===== src/rtl/scan_ctrl.sv =====
// Scan sequencer: one address beat per valid/ready handshake, then a counter clear.
// Optional abort input enabled by defining SCAN_ABORT_EN.
module scan_ctrl #(
  parameter int CNT_WIDTH = 7
) (
  input  logic                 clk,
  input  logic                 rst_n,
  input  logic                 start_i,
  input  logic [CNT_WIDTH:0]   num_i,
  input  logic [CNT_WIDTH-1:0] cnt_i,
  input  logic                 ready_i,
`ifdef SCAN_ABORT_EN
  input  logic                 abort_i,
`endif
  output logic                 cnt_en_o,
  output logic                 cnt_clr_o,
  output logic [CNT_WIDTH-1:0] addr_o,
  output logic                 valid_o,
  output logic                 busy_o,
  output logic                 done_o
);

  typedef enum logic [1:0] {
    IDLE = 2'd0,
    RUN  = 2'd1,
    DONE = 2'd2
  } state_t;

  localparam logic [CNT_WIDTH:0] L_MAX =
    {1'b1, {CNT_WIDTH{1'b0}}};

  state_t               r_state;
  state_t               w_next;
  logic [CNT_WIDTH:0]   r_num_q;
  logic [CNT_WIDTH:0]   w_num_sat;
  logic                 w_ld;
  logic                 w_hs;
  logic                 w_last;
  logic                 w_abort;

`ifdef SCAN_ABORT_EN
  assign w_abort = abort_i & (r_state == RUN);
`else
  assign w_abort = 1'b0;
`endif

  assign w_num_sat = (num_i > L_MAX) ? L_MAX : num_i;
  assign w_ld      = (r_state == IDLE) & start_i;
  assign w_hs      = valid_o & ready_i;
  // num_q >= 1 in RUN, so the decrement cannot underflow there
  assign w_last    = ({1'b0, cnt_i} == (r_num_q - 1'b1));

  always_ff @(posedge clk or negedge rst_n) begin
    if (!rst_n) begin
      r_state <= IDLE;
      r_num_q <= '0;
    end else begin
      r_state <= w_next;
      if (w_ld) r_num_q <= w_num_sat;
    end
  end

  always_comb begin
    w_next = r_state;
    case (r_state)
      IDLE: begin
        if (start_i)
          w_next = (w_num_sat == '0) ? DONE : RUN;
      end
      RUN: begin
        if (w_abort)
          w_next = DONE;
        else if (w_hs && w_last)
          w_next = DONE;
      end
      DONE:    w_next = IDLE;
      default: w_next = IDLE;
    endcase
  end

  always_comb begin
    valid_o   = 1'b0;
    cnt_clr_o = 1'b0;
    done_o    = 1'b0;
    busy_o    = 1'b0;
    case (r_state)
      RUN: begin
        valid_o = 1'b1;
        busy_o  = 1'b1;
      end
      DONE: begin
        cnt_clr_o = 1'b1;
        done_o    = 1'b1;
        busy_o    = 1'b1;
      end
      default: ;
    endcase
  end

  // An aborted beat is never counted
  assign cnt_en_o = w_hs & ~w_abort;
  assign addr_o   = cnt_i;

endmodule


===== config.mk =====
export PLATFORM = sky130hd
export DESIGN_NAME = scan_ctrl
export DESIGN_NICKNAME = d
export VERILOG_FILES = /design/src/rtl/scan_ctrl.sv
export SDC_FILE = /design/constraint.sdc
export NUM_CORES = 1
export LEC_CHECK = 0
export CORE_MARGIN = 2
export CORE_UTILIZATION = 40
export CTS_BUF_LIST = sky130_fd_sc_hd__clkbuf_2 sky130_fd_sc_hd__clkbuf_4 sky130_fd_sc_hd__clkbuf_8
export DETAILED_ROUTE_END_ITERATION = 10
export GPL_TIMING_DRIVEN = 0
export PLACE_DENSITY = 0.89
export SYNTH_ARGS = -nofsm -noshare
export SYNTH_HDL_FRONTEND = slang
export SYNTH_SLANG_ARGS = --single-unit

===== constraint.sdc =====
create_clock -name clk -period 1.75 [get_ports clk]
set_input_delay 0.175 -clock clk [delete_from_list [all_inputs] [get_ports clk]]
set_output_delay 0.175 -clock clk [all_outputs]
set_load 0.02 [all_outputs]

==> results of run 1 <==
power groups by stage:
stage / Sequential [uW] / Combinational [uW] / Clock (uW)
6_report: 501 / 1130 / 209
4_1_cts: 476 / 1100 / 212
3_5_place_dp: 483 / 975 / 0
2_1_floorplan: 448 / 730 / 0
3_3_place_gp: 475 / 945 / 0
5_1_grt: 525 / 1230 / 228
worst max-delay path: stages, from the launching register on:
cell and delay [ns]:
dfrtp_1 0.41, buf_6 0.14, or4_4 0.52, nor2_4 0.13, xnor2_1 0.12, nand4_1 0.18
buf_4 0.20, mux2i_1 0.11
layout make-up:
cell class / instances / area (um2) / share of cell area
multi-input combinational: 65 / 509 / 0.404
timing repair buffer: 36 / 347 / 0.275
sequential: 10 / 250 / 0.199
buffer: 9 / 65.1 / 0.0516
clock buffer: 4 / 36.3 / 0.0288
tap: 27 / 33.8 / 0.0268
inverter: 5 / 18.8 / 0.0149
logic make-up (layout without fill, tap and decap cells):
group	count (synthesis)	count (layout)	share of synthesized area
buffers and inverters	14	54	0.105
flip-flops	10	10	0.317
multiplexers	2	2	0.0269
adder cells (fa/ha/maj)	4	4	0.0634
AND/OR/NAND/NOR	32	32	0.222
AO/OA/AOI/OAI	18	18	0.157
XOR/XNOR	9	9	0.109
per-stage QoR:
| stage | setup TNS (ns) | worst slack, ns | hold slack [ns] | total power, uW | instances |
|---|---|---|---|---|---|
| floorplan | -0.0764 | -0.0764 | -0.121 | 1180 | 89 |
| global placement | -0.625 | -0.360 | 0.506 | 1420 | 146 |
| detailed placement | -0.588 | -0.343 | 0.512 | 1460 | 146 |
| CTS | -0.161 | -0.120 | 0.222 | 1790 | 155 |
| global route | -0.445 | -0.233 | 0.239 | 1990 | 156 |
| finish | -0.314 | -0.175 | 0.211 | 1840 | 156 |
sequential cells by signal, summed over array words and instances, names as in the netlist:
signal / cells
r_num_q: 8
r_state: 2
routing by layer:
layer  vias to the layer above  GRT usage  wire, um
met5                         -          0         0
met1                       355      0.197       780
met2                        29      0.329       995
met4                         0     0.0857        44
met3                         5     0.0247        81
li1                        387          -         -
path summary, 6_finish.rpt:
kind	start	end	slack [ns]	cells past startpoint
max	r_num_q[0]	r_state[0]	-0.17	7
min	rst_n	r_num_q[0]	0.21	1
max reg2reg	r_num_q[0]	r_state[0]	-0.17	7
min reg2reg	r_num_q[7]	r_num_q[7]	0.56	1
max in group asynchronous	rst_n	r_num_q[1]	1.24	1
min in group clk	num_i[0]	r_num_q[0]	0.48	3
cells in the mapped netlist (2+ instances only):
library cell | n | area (um2)
dfrtp_1 | 10 | 250
nand2_1 | 9 | 33.8
nand2b_1 | 9 | 56.3
o21ai_0 | 9 | 45.0
buf_4 | 8 | 60.1
inv_1 | 5 | 18.8
ha_1 | 4 | 50.1
xnor2_1 | 4 | 35.0
xor2_1 | 4 | 35.0
nor2_1 | 3 | 11.3
o211ai_1 | 3 | 22.5
or4_1 | 3 | 22.5
nor2b_1 | 2 | 12.5
nor3_1 | 2 | 10.0
what timing repair did:
item | in CTS | in global routing
hold endpoints to repair | 0 | 0
resized for setup | 9 | 6
pin swaps | 6 | 3
endpoints found under the setup margin | 6 | 4
setup buffers | 5 | 1
==> flow_summary.ini, run 1 <==
[outcome]
run_status = complete, but fails checks
violations = negative setup slack

[logic_synthesis]
syn-instance-count = 89
yosysUniqueCellTypes = 28
synth_edf_count = 0
syn_nets = 112
postSynthAreaPerCell_um2 = 8.87
ys_seq_elements = 10
ys.flop_type = dfrtp_1
ys.warnings.count = 0
async_flop_share = 1.00
syn_area_um2 = 790
ys_seq_area_frac = 0.317

[critical_path]
start_kind = register
critPathRequiredTime_ns = 1.90
crit_arrival_ns = 2.08
critPathKind = register to register
worst-path-max-fanout = 4
cp-end-kind = register

[power_and_ir_drop]
ir_worst_vdd_v = 0.000949
clkPwrFrac = 0.113
p_int_uw = 1090
power.leakage_uw = 0.000555
switching_power_uw = 757
comb_power_share = 0.615
seq_power_share = 0.272
sw_frac_of_total = 0.411
power.density_nw_per_um2 = 1460

[cts]
path_clk_slew_ns = 0.06
h-tree-depth = 1
root_buffer = clkbuf_4
clk_latency_ns = 0.27
cts_tree = yes
hold_buffers = 0
cts_buffer_depth = 2
cts_buffers = 3
cts.sinks = 10

[route]
drc_errors = 0
drtPass1Iterations = 4
ant_nets = 0
vias_per_cell = 4.97
drt_iter0_drc = 5
totalWireLength_mm = 1.90
wl_per_cell_um = 12.2
num_vias = 776

[cells_and_area]
final_util = 0.663
final_common_cell = clkdlybuf4s50_1
n_antenna_cell = 0
finalNetCount = 153
finalInstanceArea_um2 = 1260
fillCellCount = 147
final_cell_mix = 25 x clkdlybuf4s50_1, 13 x buf_4, 10 x dfrtp_1
layout-drive-gt1-share = 0.248
syn_to_final_growth_pct = 59.6

[timing]
finalSetupViolCount = 2
worst_slack_ns = -0.175
max_freq_mhz = 520
hold_viol_final = 0
fin_skew_ns = 0.00201
slew_viol_final = 0
timing.final.crit_period_ns = 1.92
period_share = 1.10
worstMarginPinSlew_ns = 0.439
rsz0062_at_grt = yes
max_slew_margin = 0.707

[place]
gp_congestion = 0.795
post-dp-hpwl_mm = 1.40
portBuffers = 30
place_area_um2 = 1150

[global_route]
antenna_found_initial = 0
grt_overflow = 0
grt_usage = 0.177
grt_pass1_vias = 732
grt_pass1_wl_mm = 3.24
grt_max_degree = 11

[floorplanning]
die_area_um2 = 2340
die_y_um = 48.4
core_um2 = 1900
initial_core_util = 0.415
rows = 16
io_pins = 31
die_w_um = 48.4

[hold_path]
min_path_type = input port to asynchronous set/reset pin

[flow_run]
cap_violations = 0
Power figures use the tool's default switching activity.
==> run 2, diff against run 1 <==
--- a/config.mk
+++ b/config.mk
@@ -11,6 +11,7 @@
 export DETAILED_ROUTE_END_ITERATION = 10
 export GPL_TIMING_DRIVEN = 0
 export PLACE_DENSITY = 0.89
+export SKIP_LAST_GASP = 1
 export SYNTH_ARGS = -nofsm -noshare
 export SYNTH_HDL_FRONTEND = slang
 export SYNTH_SLANG_ARGS = --single-unit
==> results of run 2 <==
Same layout as run 1: the final DEF is identical, and so are final timing and power.
